--- src/rtl/pwm_capture.sv ---
// Pulse/PWM input capture: measures the period and active-phase width of pwm_in in prescaled ticks.
// Latency: an input edge becomes visible SYNC_STAGES+1 cycles after the pin; done/period/high are registered one cycle after the capture edge.
// Backpressure: none; each new capture overwrites period/high, and done/ovf are single-cycle strobes.
module pwm_capture #(
    parameter int CW          = 32,
    parameter int PRW         = 16,
    parameter int SYNC_STAGES = 2
) (
    input  logic           PCLK,
    input  logic           PRESETn,
    input  logic           en,
    input  logic           mode,
    input  logic           pol,
    input  logic [PRW-1:0] pr,
    input  logic           pwm_in,
    output logic [CW-1:0]  period,
    output logic [CW-1:0]  high,
    output logic           valid,
    output logic           done,
    output logic           ovf,
    output logic           busy
);

    typedef enum logic [2:0] {
        S_IDLE     = 3'd0,
        S_ARM      = 3'd1,
        S_ACTIVE   = 3'd2,
        S_INACTIVE = 3'd3,
        S_HOLD     = 3'd4
    } state_t;

    state_t               r_state;
    state_t               w_next;

    logic [SYNC_STAGES-1:0] r_sync;
    logic                 r_sync_d;

    logic                 r_mode_l;
    logic                 r_pol_l;
    logic [PRW-1:0]       r_pr_l;
    logic [PRW-1:0]       r_pr_cnt;

    logic [CW-1:0]        r_cnt;
    logic [CW-1:0]        r_hi_lat;
    logic [CW-1:0]        r_period;
    logic [CW-1:0]        r_high;
    logic                 r_valid;
    logic                 r_done;
    logic                 r_ovf;

    logic                 w_s;
    logic                 w_s_d;
    logic                 w_start;
    logic                 w_end;
    logic                 w_tick;
    logic [CW-1:0]        w_cap;
    logic                 w_cnt_max;
    logic                 w_measuring;

    logic                 w_busy;
    logic                 w_arm;
    logic                 w_restart;
    logic                 w_capture;
    logic                 w_latch_hi;
    logic                 w_ovf_evt;

    // Both edges share the same delay chain so measured widths are not skewed by sync latency.
    // pol_l is applied to both taps, so a polarity change at arm time can never fake an edge.
    assign w_s         = r_sync[SYNC_STAGES-1] ^ r_pol_l;
    assign w_s_d       = r_sync_d ^ r_pol_l;
    assign w_start     = w_s & ~w_s_d;
    assign w_end       = ~w_s & w_s_d;
    assign w_tick      = (r_pr_cnt == r_pr_l);
    assign w_cap       = r_cnt + CW'(w_tick);
    assign w_cnt_max   = &r_cnt;
    assign w_measuring = (r_state == S_ACTIVE) || (r_state == S_INACTIVE);

    // Input synchronizer plus one extra flop for edge detection.
    always_ff @(posedge PCLK or negedge PRESETn) begin
        if (!PRESETn) begin
            r_sync   <= '0;
            r_sync_d <= 1'b0;
        end else begin
            r_sync   <= {r_sync[SYNC_STAGES-2:0], pwm_in};
            r_sync_d <= r_sync[SYNC_STAGES-1];
        end
    end

    // State register.
    always_ff @(posedge PCLK or negedge PRESETn) begin
        if (!PRESETn) begin
            r_state <= S_IDLE;
        end else begin
            r_state <= w_next;
        end
    end

    // Next-state logic; dropping en always wins and returns to IDLE without capturing.
    always_comb begin
        w_next = r_state;
        if (!en) begin
            w_next = S_IDLE;
        end else begin
            case (r_state)
                S_IDLE:     w_next = S_ARM;
                S_ARM:      if (w_start) w_next = S_ACTIVE;
                S_ACTIVE: begin
                    if (w_end)          w_next = S_INACTIVE;
                    else if (w_ovf_evt) w_next = S_ARM;
                end
                S_INACTIVE: begin
                    if (w_start)        w_next = r_mode_l ? S_ACTIVE : S_HOLD;
                    else if (w_ovf_evt) w_next = S_ARM;
                end
                S_HOLD:     w_next = S_HOLD;
                default:    w_next = S_IDLE;
            endcase
        end
    end

    // Output/event decode from the current state; an edge in the tick cycle beats overflow.
    always_comb begin
        w_busy     = (r_state == S_ARM) || w_measuring;
        w_arm      = (r_state == S_IDLE) && en;
        w_restart  = en && w_start && ((r_state == S_ARM) || (r_state == S_INACTIVE));
        w_capture  = en && w_start && (r_state == S_INACTIVE);
        w_latch_hi = en && w_end && (r_state == S_ACTIVE);
        w_ovf_evt  = en && w_measuring && w_cnt_max && w_tick && !w_start && !w_end;
    end

    // Configuration is frozen on arming so mid-measurement writes cannot corrupt a result.
    always_ff @(posedge PCLK or negedge PRESETn) begin
        if (!PRESETn) begin
            r_mode_l <= 1'b0;
            r_pol_l  <= 1'b0;
            r_pr_l   <= '0;
        end else if (w_arm) begin
            r_mode_l <= mode;
            r_pol_l  <= pol;
            r_pr_l   <= pr;
        end
    end

    // Prescaler restarts with each measurement so tick phase is aligned to the start edge.
    always_ff @(posedge PCLK or negedge PRESETn) begin
        if (!PRESETn) begin
            r_pr_cnt <= '0;
        end else if ((r_state == S_IDLE) || w_restart || w_tick) begin
            r_pr_cnt <= '0;
        end else begin
            r_pr_cnt <= r_pr_cnt + PRW'(1);
        end
    end

    // Tick counter; only meaningful while measuring, held at zero otherwise.
    always_ff @(posedge PCLK or negedge PRESETn) begin
        if (!PRESETn) begin
            r_cnt <= '0;
        end else if (!w_measuring || w_restart) begin
            r_cnt <= '0;
        end else if (w_tick) begin
            r_cnt <= r_cnt + CW'(1);
        end
    end

    // Active-phase width is parked here until the period completes.
    always_ff @(posedge PCLK or negedge PRESETn) begin
        if (!PRESETn) begin
            r_hi_lat <= '0;
        end else if (w_latch_hi) begin
            r_hi_lat <= w_cap;
        end
    end

    // Published results and single-cycle strobes.
    always_ff @(posedge PCLK or negedge PRESETn) begin
        if (!PRESETn) begin
            r_period <= '0;
            r_high   <= '0;
            r_valid  <= 1'b0;
            r_done   <= 1'b0;
            r_ovf    <= 1'b0;
        end else begin
            r_done <= w_capture;
            r_ovf  <= w_ovf_evt;
            if (w_capture) begin
                r_period <= w_cap;
                r_high   <= r_hi_lat;
                r_valid  <= 1'b1;
            end
        end
    end

    assign period = r_period;
    assign high   = r_high;
    assign valid  = r_valid;
    assign done   = r_done;
    assign ovf    = r_ovf;
    assign busy   = w_busy;

endmodule

--- config.mk ---
export PLATFORM = sky130hd
export DESIGN_NAME = pwm_capture
export DESIGN_NICKNAME = d
export VERILOG_FILES = /design/src/rtl/pwm_capture.sv
export SDC_FILE = /design/constraint.sdc
export NUM_CORES = 1
export LEC_CHECK = 0
export CELL_PAD_IN_SITES_DETAIL_PLACEMENT = 1
export CELL_PAD_IN_SITES_GLOBAL_PLACEMENT = 1
export CORE_ASPECT_RATIO = 1.1
export CORE_MARGIN = 2
export CORE_UTILIZATION = 47
export DETAILED_ROUTE_END_ITERATION = 10
export PLACE_DENSITY_LB_ADDON = 0.15
export SKIP_CTS_REPAIR_TIMING = 1
export SLEW_MARGIN = 20
export SYNTH_ARGS = -nofsm -noshare
export SYNTH_HDL_FRONTEND = slang
export SYNTH_SLANG_ARGS = --single-unit
export TNS_END_PERCENT = 20
--- constraint.sdc ---
create_clock -name PCLK -period 5 [get_ports PCLK]
set_input_delay 0.75 -clock PCLK [delete_from_list [all_inputs] [get_ports PCLK]]
set_output_delay 0.75 -clock PCLK [all_outputs]
set_load 0.05 [all_outputs]
; Yosys cells after proc, flatten, opt, wreduce, memory -nomap -nowiden
; Index checks and enable logic that the tools add are counted.
[op_classes]
n_addsub = 3
mul = 0
div_mod_pow = 0
magnitude_cmp = 0
n_eq_ne = 6
n_shift = 0
n_mux = 10
n_bitwise = 6
n_reduce_logical = 23
[ops]
columns = operator, n
row1 = 2-to-1 mux 32 bit, 2
row2 = adder 32 x 1 -> 32 bit, 1
row3 = "adder 32 x 1 -> 32 bit, second input constant", 1
row4 = AND reduction 32 bit, 1
row5 = 2-to-1 mux 3 bit, 6
row6 = "adder 16 x 1 -> 16 bit, second input constant", 1
row7 = == test 16 bit, 1
row8 = 2-to-1 mux 16 bit, 1
row9 = case mux 3 bit (5 select lines), 1
row10 = logical AND 1 bit, 11
row11 = "== test 3 x 2 -> 1 bit, second input constant", 2
row12 = logical OR 1 bit, 6
row13 = "== test 3 x 1 -> 1 bit, second input constant", 1
row14 = "== test 3 bit, second input constant", 1
row15 = logical NOT 1 bit, 3
row16 = logical NOT 3 bit, 1
row17 = "inequality test 3 bit, second input constant", 1
row18 = AND 1 bit, 2
row19 = NOT 1 bit, 2
row20 = nonzero test 2 bit, 1
row21 = bitwise XOR 1 bit, 2
[totals]
regBits = 171
latchBits = 0
ramBits = 0
rom_bits = 0
input_bits = 22
output_inout_bits = 68
elab_cells = 62
n_memories = 0

; Longest topological paths before layout
; Gate-level depths: netlist of run 1.
[depth]
ltp_word = 11
depth_mapped = 11
depth_no_buf = 10

; Worst setup path before layout of run 1
; No wires, ideal clock.
[synth_timing]
kind = reg-to-reg
startpoint = register r_pr_cnt[1]
endpoint = register r_hi_lat[19]
setup_ps = 130
arrival_time_ps = 2668
required_ps = 4870
slack_ps = 2202
path_stages_with_launch = 12
n_path_buf = 1
period_less_slack_ps = 2798
cell_sequence = dfrtp_1 -> xor2_1 -> nor4_1 -> nand4_1 -> clkbuf_1 -> inv_1 -> ha_1 -> nand3_1 -> nor4_2 -> nor2b_1 -> xnor2_1 -> o21ai_0
[synth_between]
elab_chain_len = 2
[synth_rtl]
columns = element, line_no
row1 = start: declaration, 41  ; logic [PRW-1:0] r_pr_cnt;
row2 = start signal: assignment, 151  ; r_pr_cnt <= r_pr_cnt + PRW'(1);
row3 = == test 16 bit, 73  ; assign w_tick = (r_pr_cnt == r_pr_l);
row4 = adder 32 x 1 -> 32 bit, 74  ; assign w_cap = r_cnt + CW'(w_tick);
row5 = end signal: assignment, 171  ; r_hi_lat <= w_cap;
row6 = end: declaration, 44  ; logic [CW-1:0] r_hi_lat;
; Every way passes these cells.
; A chain may end at the register's enable or synchronous reset.

; Final worst setup path of run 1
[layout_timing]
startpoint = register r_pr_cnt[12]
endpoint = register r_hi_lat[31]
; The elaborated chain is that of the path after synthesis.

==> results of run 1 <==
## layer usage
| metal | vias up | global-route usage, % | wire length [um] |
|---|---|---|---|
| met1 | 3145 | 30.9 | 8990 |
| met5 | - | 0 | 0 |
| met3 | 28 | 3.58 | 542 |
| met4 | 0 | 9.08 | 360 |
| met2 | 118 | 40.5 | 10200 |
| li1 | 2941 | - | - |
## cells by family after synthesis
logic type	share of synthesized area, %
DFF	54.5
AOI/OAI and AO/OA	8.98
adders and majority gates	0.638
xor gates and xnor gates	6.81
muxes	3.25
buffers and inverters	3.08
and+or+nand+nor	22.7
## layout by cell type (no fill, tap or decap), types with 4 or more instances in the layout
cell / instances
nand2_1: 201
dfrtp_1: 171
clkdlybuf4s50_1: 88
o21ai_0: 63
nor2_1: 39
xor2_1: 32
xnor2_1: 29
a21oi_1: 27
nand3_1: 24
or4_1: 24
mux2_2: 20
clkbuf_16: 17
nand4_1: 16
o31ai_1: 16
nor4_1: 12
nor3_1: 12
inv_1: 10
or3_1: 8
o211ai_1: 6
and2_1: 5
and3_1: 5
clkinv_2: 5
clkinvlp_4: 5
nor3b_1: 4
ha_1: 4
buf_4: 4
## flip-flops by register name (all words and copies together), names as in the netlist, 2 cells and up
name / count
r_state: 3
r_sync: 2
r_pr_l: 16
r_cnt: 32
r_pr_cnt: 16
period: 32
r_hi_lat: 32
high: 32
## power by group
part,switching [mW],total (mW),internal [mW]
clock,0.543,1.20,0.657
sequential,0.0699,1.52,1.45
combinational,0.171,0.293,0.122
total,0.783,3.01,2.23
## worst max path at each step
stage / from / endpoint / cells after the start
after CTS: r_pr_cnt[12] / r_hi_lat[31] / 11
after detailed placement: r_pr_cnt[8] / period[31] / 11
after global routing: r_pr_cnt[12] / r_hi_lat[31] / 11
after global placement: r_pr_cnt[1] / period[31] / 11
after floorplan: r_pr_cnt[1] / r_hi_lat[19] / 11
final: r_pr_cnt[12] / r_hi_lat[31] / 11
## critical path: stages (launching register included)
cell and delay [ps]:
dfrtp_1 450, xor2_1 180, nor4_1 350, nand4_1 140, buf_4 330, inv_1 250, ha_1 220, nand3_1 240
nor4_2 730, nand3_1 230, xor2_1 210, o21ai_0 210
## stage by stage
stage,hold slack [ps],area [sq um]
floorplan,331,7850
global placement,333,8880
detailed placement,351,8890
CTS,365,9420
global route,386,9420
finish,364,9420
## area by class of cell
type                       count  area, sq um
timing repair buffer          94          945
tap                          204          255
inverter                      11         41.3
fill                        1830         6950
multi-input combinational    585         3370
clock buffer                  21          460
sequential                   171         4280
clock inverter                11         71.3
==> key figures, run 1 <==
Status
  • Outcome: complete, no violations

Timing
  • Relative slew slack: 28.3%
  • Clock Skew: 9.18 ps
  • Fin Setup TNS: 0 ps
  • Min cycle time layout: 3670 ps
  • Hold Fails Final Rpt: 0
  • Worst setup margin: 1330 ps
  • Pins Over Slew Limit: 0
  • Max Clk Rate: 0.272 GHz
  • Final Cycle Share: 73.5%
  • RSZ-0062 raised after global routing: false
  • Slew @ Worst Pin: 1070 ps
  • Setup violations, final: 0

Global route
  • First-pass GRT wire length: 34.1 mm
  • GRT Util Overall: 23.8%
  • GRT overflow: 0
  • Largest net degree at the start of global routing: 112
  • Initial antenna violation count: 0
  • Vias in the first global route: 6621

Die
  • Num rows: 49
  • Core Area: 16400 sq um
  • Die ar.: 17700 sq um
  • Die H: 140 um
  • Die width: 127 um
  • I/O pin cnt: 90
  • Initial core utilization: 47.9%

Yosys
  • Synth async-reset ratio: 100%
  • Post-Syn Nets: 840
  • Post-synth top cells: nand2_1, dfrtp_1, o21ai_0
  • Synth area leader: dfrtp_1
  • Number of synthesized register bits: 171
  • Share of Yosys cell area claimed by the top area cell type: 54.5%
  • Top cells by area, synth: dfrtp_1, nand2_1, o21ai_0
  • Synthesized cell area: 7850 sq um
  • Number of synthesized flops with an enable pin: 0
  • Netlist cell types: 46
  • Most common flop cell mapped by yosys: dfrtp_1
  • Mean Syn Cell Area: 9.64 sq um
  • Post-Syn Instances: 814
  • Syn. warnings: 0
  • Sequential share of the synthesized area: 54.5%
  • Top-count cell post-synth: nand2_1

Drt
  • DRC: 0
  • Drt initial violations: 241
  • Via/cell ratio: 5.68
  • TritonRoute pass-1 iters: 5
  • Remaining antenna violation count: 0
  • WL/cell: 18.3 um
  • Final WL: 20.1 mm
  • Vias: 6232

Clocking
  • CTS Buf Count: 17
  • Clk buf depth: 2
  • CTS H-tree depth: 4
  • Clock slew at reported path FFs: 70 ps
  • CTS tree: yes
  • Root buffer cell: clkbuf_16
  • Worst-Skew Late Latency: 430 ps
  • Clock net sink count: 171

Setup path
  • Reg-to-Reg Start: r_pr_cnt[12]
  • Arrival time at the worst endpoint: 4000 ps
  • Flop-to-flop setup slack: 1330 ps
  • Crit-path max FO: 63
  • FF-to-FF path depth: 11
  • CP Data Required Time: 5330 ps
  • Crit Reg-Reg Endpoint: r_hi_lat[31]
  • CP Capture Type: flip-flop
  • CP startpoint kind: flip-flop
  • WS Path Type: reg -> reg

Cells and area
  • Final core occ: 57.6%
  • Layout cells sized above 1: 7.73%
  • Layout Cells excl Fill: 1097
  • Nets: 906
  • Antenna cells: 0
  • Area growth from synthesis to layout: 20.1%

Power and ir drop
  • Cell Pwr Density: 320 nW/um^2
  • Pleak: 3.95 nW
  • Peak supply drop: 0.215 mV
  • Power Total: 3.01 mW

Placed design
  • Post-Place Cells: 1065
  • Number of port buffers: 89
  • Pre-CTS setup slack: 1470 ps
  • Final Wtd Congestion: 0.880
  • Detail Placement HPWL: 13.9 mm

Hold path
  • Hold Path Stages: 0
  • Hold Path Class: reg -> reg
  • Hold Path Sink: r_sync[1]
  • Beginning of the worst hold path: r_sync[0]

Run
  • Total of max-cap violations: 0
Power figures use the tool's default switching activity.
==> run 2: changes to the inputs <==
- CORE_UTILIZATION: 47 -> 39
- clock period: 5 -> 3.1 ns (I/O delays scaled with it)
==> run 2 against run 1 <==
  * Cell area rose by 2.6%
  * Die area rose by 20%
  * Final cell count rose by 5.6%
  * Sequential cell count did not move
  * Highest routed layer unchanged
  * Routed wire length rose by 1.7%
  * Worst setup slack got worse by 1000 ps
  * Critical path depth did not move
  * Combinational power rose by 65%
  * Largest cell class unchanged
  * Register-to-register slack got worse by 1000 ps
  * Global-route usage fell by 3.8 points
  * Utilization fell by 8.7 points
  * First-iteration DRC count rose by 25%
==> key figures, run 2 (synthesis results as in run 1) <==
Drt
  • WL/cell: 17.7 um (-3.6%)
  • DRC: 0 (unchanged)
  • Vias: 6226 (-0.096%)
  • Drt initial violations: 301 (+25%)
  • TritonRoute pass-1 iters: 4 (-1)
  • Remaining antenna violation count: 0 (unchanged)
  • Via/cell ratio: 5.38 (-5.4%)
  • Final WL: 20.5 mm (+1.7%)

Placed design
  • Number of port buffers: 89 (unchanged)
  • Post-Place Cells: 1126 (+5.7%)
  • Detail Placement HPWL: 14.4 mm (+3.3%)
  • Final Wtd Congestion: 0.804 (-8.6%)

Clocking
  • Clock net sink count: 171 (unchanged)
  • Clk buf depth: 2 (unchanged)
  • CTS Buf Count: 17 (unchanged)
  • Clock slew at reported path FFs: 70 ps (about the same)
  • Worst-Skew Late Latency: 430 ps (about the same)
  • CTS H-tree depth: 4 (unchanged)
  • Root buffer cell: clkbuf_16
  • CTS tree: yes

Global route
  • GRT overflow: 0 (unchanged)
  • GRT Util Overall: 20.0% (-3.8 points)
  • Largest net degree at the start of global routing: 70 (-38%)
  • Vias in the first global route: 6758 (+2.1%)
  • Initial antenna violation count: 0 (unchanged)
  • First-pass GRT wire length: 34.8 mm (+2.1%)

Timing
  • Slew @ Worst Pin: 771 ps (-297 ps)
  • Fin Setup TNS: 0 ps (unchanged)
  • Pins Over Slew Limit: 0 (unchanged)
  • Hold_ws: 58.7 ps (-306 ps)
  • Max Clk Rate: 0.359 GHz (+32%)
  • Clock Skew: 9.25 ps (+0.0740 ps)
  • Hold Fails Final Rpt: 0 (unchanged)
  • Relative slew slack: 48.3% (+20 points)
  • Setup violations, final: 0 (unchanged)
  • Min cycle time layout: 2780 ps (-888 ps)
  • RSZ-0062 raised after global routing: false
  • Final Cycle Share: 89.8% (+16 points)

Setup path
  • Crit-path max FO: 7 (-89%)
  • WS Path Type: reg -> reg
  • Slowest stage delay, CP: 430 ps (-300 ps)
  • CP startpoint kind: flip-flop
  • Slowest stage cell, crit path: dfrtp_1
  • Critical-path cell list: xor2_1 -> nor4_1 -> nand4_1 -> inv_1 -> ha_1 -> nand3_1 -> nor4_2 -> buf_4 -> nand3_1 -> xor2_1 -> o21ai_0
  • Arrival time at the worst endpoint: 3060 ps (-940 ps)
  • CP Data Required Time: 3370 ps (-1960 ps)
  • CP Capture Type: flip-flop

Cells and area
  • Antenna cells: 0 (unchanged)
  • Final core occ: 48.8% (-8.7 points)
  • Layout Cells excl Fill: 1158 (+5.6%)
  • Nets: 919 (+1.4%)
  • Fillcell total: 2216 (+21%)
  • Area growth from synthesis to layout: 23.2%
  • Layout cells sized above 1: 9.38% (+1.7 points)
  • Most common library cell in the layout ignoring fill and taps: nand2_1
  • Most frequent cells in the layout: nand2_1, dfrtp_1, clkdlybuf4s50_1

Die
  • Die width: 139 um (+9.5%)
  • Die H: 153 um (+9.5%)
  • Die ar.: 21300 sq um (+20%)
  • Num rows: 54 (+10%)
  • Initial core utilization: 39.6% (-8.3 points)
  • I/O pin cnt: 90 (unchanged)
  • Core Area: 19800 sq um (+21%)

Power and ir drop
  • Power Total: 5.08 mW (+69%)
  • Pleak: 4.08 nW (+3.1%)
  • Peak supply drop: 0.386 mV (+80%)
  • Cell Pwr Density: 525 nW/um^2 (+64%)

Run
  • Total of max-cap violations: 0 (unchanged)

Status
  • Outcome: complete, no violations

Hold path
  • Hold Path Class: in -> async
## run 2: worst paths after layout
path | start | to | slack [ps] | depth (start not counted)
max reg2reg | r_pr_cnt[12] | r_hi_lat[31] | 320 | 11
min | PRESETn | valid | 60 | 1
min in group PCLK | r_sync[0] | r_sync[1] | 360 | 0
max | r_pr_cnt[12] | r_hi_lat[31] | 320 | 11
min reg2reg | r_sync[0] | r_sync[1] | 360 | 0
max in group asynchronous | PRESETn | high[22] | 2270 | 2
## run 2: final cells by class
class | instances | area [sq um] | area share [%]
well taps | 252 | 315 | 3.26
clock inverters | 15 | 164 | 1.70
inverters | 11 | 41.3 | 0.427
repair buffers | 107 | 1050 | 10.9
multi-input cells | 585 | 3390 | 35.1
flip-flops and latches | 171 | 4280 | 44.3
clock buffers | 17 | 425 | 4.40
## run 2: routing by layer
layer | up-vias | track usage (%) | share of wire (%)
met4 | 0 | 5.44 | 1.1
met1 | 3157 | 26.2 | 47
li1 | 2956 | - | -
met2 | 99 | 34.7 | 50
met3 | 14 | 3.14 | 2.7
met5 | - | 0 | 0
## run 2: report_power, final
group	total, mW	switching, mW	internal [mW]
sequential	2.45	0.109	2.34
clock	2.15	0.945	1.20
combinational	0.483	0.275	0.207
## run 2: critical path, delay by kind of cell (launching register included)
family                   cells  cell delay (ps)
adder cells (fa/ha/maj)      1              200
flip-flops                   1              430
buffers and inverters        2              410
AO/OA/AOI/OAI                1              130
AND/OR/NAND/NOR              5              930
XOR/XNOR                     2              520
## run 2: stage by stage
stage,setup slack [ps],instance area (sq um)
final,316,9670
after global routing,1.64,9670
after CTS,170,9640
after detailed placement,199,9050
after global placement,306,9050
after floorplan,302,7850
==> run 3: changes to the inputs <==
- REMOVE_ABC_BUFFERS: default -> 1
==> run 3 against run 2 <==
  * Via count grew 1.5%
  * Routed wire length grew 1.7%
  * Clock skew shrank 1.0 ps
  * Final cell count grew 0.26%
  * Largest power group unchanged
  * Highest routed layer unchanged
==> key figures, run 3 (synthesis results as in run 1) <==
Status
  • Outcome: complete, no violations

Placed design
  • Final Wtd Congestion: 0.806 (+0.14%)
  • Number of port buffers: 89 (unchanged)
  • Detail Placement HPWL: 14.2 mm (-1.2%)
  • Pre-CTS setup slack: 286 ps (+86.4 ps)

Drt
  • Vias: 6320 (+1.5%)
  • Remaining antenna violation count: 0 (unchanged)
  • Drt initial violations: 428 (+42%)
  • Via/cell ratio: 5.44 (+1.2%)
  • DRC: 0 (unchanged)
  • WL/cell: 17.9 um (+1.5%)
  • TritonRoute pass-1 iters: 4 (unchanged)
  • Final WL: 20.8 mm (+1.7%)

Timing
  • Final Cycle Share: 91.2% (+1.4 points)
  • RSZ-0062 raised after global routing: false
  • Pins Over Slew Limit: 0 (unchanged)
  • Clock Skew: 8.25 ps (-0.996 ps)
  • Setup violations, final: 0 (unchanged)
  • Min cycle time layout: 2830 ps (+44.5 ps)
  • Fin Setup TNS: 0 ps (unchanged)
  • Slew @ Worst Pin: 774 ps (+2.41 ps)
  • Hold_ws: 61.8 ps (+3.04 ps)
  • Hold Fails Final Rpt: 0 (unchanged)
  • Relative slew slack: 48.2% (-0.16 points)
  • Worst setup margin: 271 ps (-44.5 ps)
  • Max Clk Rate: 0.354 GHz (-1.6%)

Cells and area
  • Area growth from synthesis to layout: 23.3% (about the same)
  • Fillcell total: 2209 (-0.32%)
  • Most frequent cells in the layout: nand2_1, dfrtp_1, clkdlybuf4s50_1
  • Final core occ: 48.9% (about the same)
  • Nets: 922 (+0.33%)
  • Antenna cells: 0 (unchanged)
  • Layout cells sized above 1: 9.13% (-0.25 points)
  • Most common library cell in the layout ignoring fill and taps: nand2_1

Clocking
  • Clk buf depth: 2 (unchanged)
  • CTS tree: yes
  • Clock net sink count: 171 (unchanged)
  • Clock slew at reported path FFs: 70 ps (about the same)
  • Worst-Skew Late Latency: 430 ps (about the same)
  • CTS Buf Count: 17 (unchanged)
  • CTS H-tree depth: 4 (unchanged)
  • Root buffer cell: clkbuf_16

Setup path
  • Most frequent CP cell: ha_1
  • CP Capture Type: flip-flop
  • Slowest stage cell, crit path: dfrtp_1
  • CP Data Required Time: 3420 ps (+50 ps)
  • Reg-to-Reg Start: r_pr_cnt[1]
  • Slowest stage delay, CP: 440 ps (about the same)
  • Setup crit start: r_pr_cnt[1]
  • CP startpoint kind: flip-flop
  • Arrival time at the worst endpoint: 3150 ps (+90 ps)
  • Critical-path cell list: xor2_1 -> nor4_1 -> nand4_1 -> inv_1 -> ha_1 -> ha_1 -> nand3_1 -> nor4_2 -> buf_4 -> mux2i_1 -> nand2_1
  • CP delay by family, top: simple AND/OR/NAND/NOR gates
  • Crit-path max FO: 8 (+1)
  • Buffers and inverters on the worst path: 2 (unchanged)
  • WS Path Type: reg -> reg

Die
  • I/O pin cnt: 90 (unchanged)
  • Die H: 153 um (unchanged)
  • Core Area: 19800 sq um (unchanged)
  • Num rows: 54 (unchanged)
  • Die ar.: 21300 sq um (unchanged)
  • Die width: 139 um (unchanged)
  • Initial core utilization: 39.6% (unchanged)

Hold path
  • Hold Path Class: in -> async

Run
  • Total of max-cap violations: 0 (unchanged)

Power and ir drop
  • Power Total: 5.20 mW (+2.5%)
  • Peak supply drop: 0.407 mV (+5.3%)
  • Pleak: 4.07 nW (about the same)
  • Cell Pwr Density: 538 nW/um^2 (+2.4%)

Global route
  • GRT overflow: 0 (unchanged)
  • Largest net degree at the start of global routing: 72 (+2.9%)
  • Initial antenna violation count: 0 (unchanged)
  • GRT Util Overall: 20.4% (+0.37 points)
  • Vias in the first global route: 6943 (+2.7%)
  • First-pass GRT wire length: 35.5 mm (+2.0%)
## run 3: cell types whose count changed in the layout (fill, tap and decap cells not counted), moves of 2 or more
| cell | delta |
|---|---|
| clkinv_2 | -3 |
| buf_4 | +4 |
| clkinv_4 | -2 |
| clkbuf_1 | +2 |
## run 3: stage by stage
stage / std cells / area (sq um)
6_report: 1161 / 9670
4_1_cts: 1161 / 9670
3_3_place_gp: 1129 / 9060
2_1_floorplan: 767 / 7650
5_1_grt: 1161 / 9670
3_5_place_dp: 1129 / 9060
## run 3: final timing paths
kind                               to  slack [ps]  depth (start not counted)
max                        period[30]         270                         11
min                              done          60                          1
max reg2reg                period[30]         270                         11
min reg2reg                 r_sync[1]         350                          0
max in group asynchronous  period[11]        2230                          2
min in group PCLK           r_sync[1]         350                          0
## run 3: power by group
part / internal (mW) / total, mW / switching, mW
clock network: 1.29 / 2.26 / 0.963
registers: 2.34 / 2.45 / 0.114
logic: 0.206 / 0.495 / 0.289
total: 3.84 / 5.20 / 1.37
## run 3: final cells by class
| cell class | instances | area, sq um | share of cell area [%] |
|---|---|---|---|
| sequential | 171 | 4280 | 44.2 |
| multi-input combinational | 585 | 3360 | 34.7 |
| timing repair buffer | 110 | 1060 | 11.0 |
| clock buffer | 19 | 433 | 4.48 |
| tap | 252 | 315 | 3.26 |
| clock inverter | 13 | 180 | 1.86 |
| inverter | 11 | 41.3 | 0.427 |
## run 3: routing by layer
layer	track usage [%]	share of wire [%]	up-vias
li1	-	-	2956
met1	27.0	46	3240
met2	34.7	51	101
met3	2.99	2.4	23
met4	6.30	1.4	0
met5	0	0	-
==> RTL change 1, RTL diff (config.mk and constraints of run 2) <==
Change the parameter `SYNC_STAGES` from 2 to 4.
--- a/src/rtl/pwm_capture.sv
+++ b/src/rtl/pwm_capture.sv
@@ -5,5 +5,5 @@
     parameter int CW          = 32,
     parameter int PRW         = 16,
-    parameter int SYNC_STAGES = 2
+    parameter int SYNC_STAGES = 4
 ) (
     input  logic           PCLK,
Formal check against the unedited RTL: not equivalent (a bounded check fails within 10 cycles, from zero or initial values and one cycle with PRESETn low).
==> RTL change 1 against run 2 <==
Synthesized cell count down 8.0%; fmax is 2.5% higher; synthesized area is 0.57% higher; critical endpoint is now r_hi_lat[30]; routed wire length down 3.3%; combinational power is 2% lower; sequential cell count grew 2; design area rose by 0.50%; power rose by 3.3%; via count is 3.8% lower; setup slack improved by 0.069 ns; largest power group unchanged.
==> RTL change 1: results (changes against run 2) <==
stage,metric,value,unit,change
layout,Nets,856,,-6.9%
yosys,Synth Area in Compound Gates,0.0875,,-0.00226
global_routing,largest net degree at the start of global routing,97,,+39%
clocking,CTS HTree Levels,4,,unchanged
setup_path,register-to-register setup slack,0.38,ns,+0.07 ns
setup_path,worst setup path startpoint,r_pr_cnt[5],,
yosys,Commonest cells post-synth,"dfrtp_1 (173), nand2_1 (105), o21ai_0 (65)",,
global_routing,first-pass GRT wire length,33.2,mm,-4.8%
power_and_ir_drop,leakage power,4.08,nW,about the same
place,PortBufs,89,,unchanged
yosys,post-synthesis sequential area ratio,0.549,,+0.00323
timing,Slew @ Worst Pin,0.843,ns,+0.0715 ns
place,placed cell area,0.00905,mm2,about the same
setup_path,FF-to-FF path depth,12,,+1
setup_path,"Arr. time, crit path",3.05,ns,about the same
route,initial DRC count,193,,-36%
yosys,adder and majority gate portion of the synthesized area,0.00634,,-0.0000364
global_routing,GRT Resource Usage Total,0.192,,-0.00837
clocking,Skew-Pair Late Insertion Delay,0.43,ns,about the same
power_and_ir_drop,Worst VDD drop,401,uV,+3.9%
yosys,synthesized area per cell,10.5,um2,+9.3%
yosys,Synth cell types,42,,-8.7%
global_routing,vias in the first global route,6350,,-6.0%
timing,f_max,0.368,GHz,+2.5%
route,vias,5987,,-3.8%
route,Vias/cell,5.47,,+1.7%
place,RD Place Congestion,0.848,,+5.4%
timing,worst hold slack,0.114,ns,+0.0557 ns
yosys,post-synth net total,775,,-7.7%
layout,share of layout cells above drive strength 1,0.135,,+0.0414
clocking,cts bufs inserted,17,,unchanged
setup_path,CP Capture Point,r_hi_lat[30],,
yosys,Post-Synth XOR/XNOR Area,0.0677,,-0.000389
place,worst slack at placement,0.369,ns,+0.170 ns
layout,Filler cells,2178,,-1.7%
layout,sequential cell area,0.00433,mm2,+1.2%
yosys,Synth area leaders,"dfrtp_1 (55%), mux2_2 (7.7%), nand2_1 (5.0%)",,
route,DR WL/cell,18.1,um,+2.2%
place,Post-Place Cells,1059,,-6.0%
setup_path,CP max FO,6,,-1
route,1st-pass router iterations,5,,+1
timing,Worst Clk Skew,0.00968,ns,+0.000429 ns
yosys,mux share of post-synthesis cell area,0.0813,,+0.0488
status,status,finished clean,,
RTL change 1: cell types whose count changed after synthesis, moves of 4 or more:
cell,run 2,this run
a21oi_1,27,21
and2_1,5,10
mux2_2,20,54
nand2_1,201,105
nand3_1,24,31
nand4_1,16,27
nor2_1,39,35
nor3b_1,4,0
nor4_1,13,9
xnor2_1,29,19
xor2_1,32,42
RTL change 1: per-layer routing:
metal  GRT usage  up-vias  wire [um]
met2       0.325      114       9860
met3      0.0313       24        658
met4      0.0724        0        341
li1            -     2820          -
met5           0        -          0
met1       0.249     3029       8930
RTL change 1: where the power goes:
part | internal (mW) | total [mW] | switching, mW
Combinational | 0.204 | 0.474 | 0.270
Sequential | 2.36 | 2.46 | 0.0947
Clock | 1.37 | 2.31 | 0.943
Total | 3.94 | 5.24 | 1.31
RTL change 1: final cells by class:
class                   instances  area share
well taps                     252      0.0325
repair buffers                107       0.110
clock inverters                14      0.0210
inverters                      11     0.00425
clock buffers                  18      0.0442
flip-flops and latches        173       0.446
multi-input cells             520       0.343
==> RTL change 2, RTL diff (flow settings as in run 2) <==
Without the edit above. Register the input `mode` before use, without a reset. The logic sees it one clock later. The other inputs are not delayed to match.
--- a/src/rtl/pwm_capture.sv
+++ b/src/rtl/pwm_capture.sv
@@ -30,4 +30,10 @@
     } state_t;
 
+    logic mode_q;
+
+    always_ff @(posedge PCLK) begin
+        mode_q <= mode;
+    end
+
     state_t               r_state;
     state_t               w_next;
@@ -136,5 +142,5 @@
             r_pr_l   <= '0;
         end else if (w_arm) begin
-            r_mode_l <= mode;
+            r_mode_l <= mode_q;
             r_pol_l  <= pol;
             r_pr_l   <= pr;
Behaviour: not the same (Yosys sat finds a counterexample within 10 cycles, from zero or initial values and one cycle with PRESETn low).
==> RTL change 2 against run 2 <==
Setup slack got worse by 0.088 ns; hold slack worse by 0.0098 ns; sequential cell count up 1; critical path type unchanged; power increased by 8.1%; highest routed layer unchanged; design area is 1.8% lower; synthesized area is 0.78% lower; sequential share of layout area grew 1.0 points; critical endpoint unchanged; count of clock-buffer cells in the layout grew 1; routed wire length decreased by 1.2%.
==> RTL change 2: results (changes against run 2) <==
stage,metric,value,unit,change
status,status,finished clean,,
layout,share of layout cells above drive strength 1,0.0818,,-0.0120
timing,Worst Clk Skew,0.0169,ns,+0.00765 ns
route,initial DRC count,271,,-10%
route,DR WL/cell,17.7,um,about the same
global_routing,met1 GRT Util,0.269,,+0.00658
power_and_ir_drop,total design power,5.49,mW,+8.1%
yosys,Synth area leaders,"dfrtp_1 (55%), nand2_1 (8.0%), xor2_1 (4.6%)",,
global_routing,first-pass GRT wire length,33.5,mm,-3.7%
yosys,post-synthesis sequential area ratio,0.552,,+0.00687
setup_path,RR Startpoint,r_pr_cnt[1],,
route,met1 WL,9.53,mm,about the same
layout,Nets,905,,-1.5%
route,metal2 WL,9.89,mm,-2.8%
power_and_ir_drop,Int Power,3.94,mW,+5.1%
layout,Signal buffers,99,,-7.5%
power_and_ir_drop,P_seq,2.70,mW,+10%
layout,ClkCell Share,0.0596,,-0.00138
layout,multi-input gates,578,,-1.2%
global_routing,M3 GR Usage,0.0321,,+0.000629
yosys,Commonest cells post-synth,"dfrtp_1 (171), nand2_1 (165), nor2_1 (72)",,
layout,Signal buf overhead,0.106,,-0.00300
power_and_ir_drop,P per Cell Area,578,mW/mm2,+10%
global_routing,vias in the first global route,6411,,-5.1%
timing,worst hold slack,0.0489,ns,-0.00983 ns
place,worst slack at placement,0.196,ns,-0.00308 ns
setup_path,CP max FO,9,,+2
global_routing,routing usage on met2,0.319,,-0.0274
yosys,synthesized area per cell,9.66,um2,+0.20%
power_and_ir_drop,Worst VDD drop,345,uV,-11%
setup_path,worst setup path startpoint,r_pr_cnt[1],,
layout,fin cells,1144,,-1.2%
route,met3 wire length,616,um,+13%
yosys,post-synth net total,832,,-0.95%
layout,multi-input logic area,0.00326,mm2,-3.7%
layout,sequential cell area,0.00430,mm2,+0.47%
power_and_ir_drop,Clock group,2.05,mW,-5%
route,vias,6128,,-1.6%
timing,minimum clock period,2.87,ns,+0.0881 ns
timing,Slew @ Worst Pin,0.846,ns,+0.0747 ns
yosys,asr flop ratio synth,0.994,,-0.00581
[RTL change 2: worst paths after layout]
| kind | end | cells past startpoint |
|---|---|---|
| hold reg to reg | r_sync[1] | 0 |
| hold / removal | high[11] | 1 |
| max in group asynchronous | r_pr_cnt[3] | 2 |
| setup reg to reg | r_hi_lat[31] | 9 |
| min in group PCLK | r_sync[1] | 0 |
| setup / recovery | r_hi_lat[31] | 9 |
[RTL change 2: worst max-delay path: stages, from the launching register on]
cell,delay (ns)
dfrtp_1,0.44
xor2_1,0.18
nor4_1,0.32
nand4_1,0.17
inv_1,0.21
ha_1,0.25
and3_1,0.44
nand2_1,0.16
or3_1,0.43
a31oi_1,0.19
[RTL change 2: cell families after synthesis]
family / Yosys count / share of synthesized area
AND/OR/NAND/NOR: 369 / 0.222
flip-flops: 172 / 0.552
AO/OA/AOI/OAI: 123 / 0.0906
XOR/XNOR: 61 / 0.0686
buffers and inverters: 56 / 0.0296
multiplexers: 21 / 0.0302
adder cells (fa/ha/maj): 4 / 0.00643
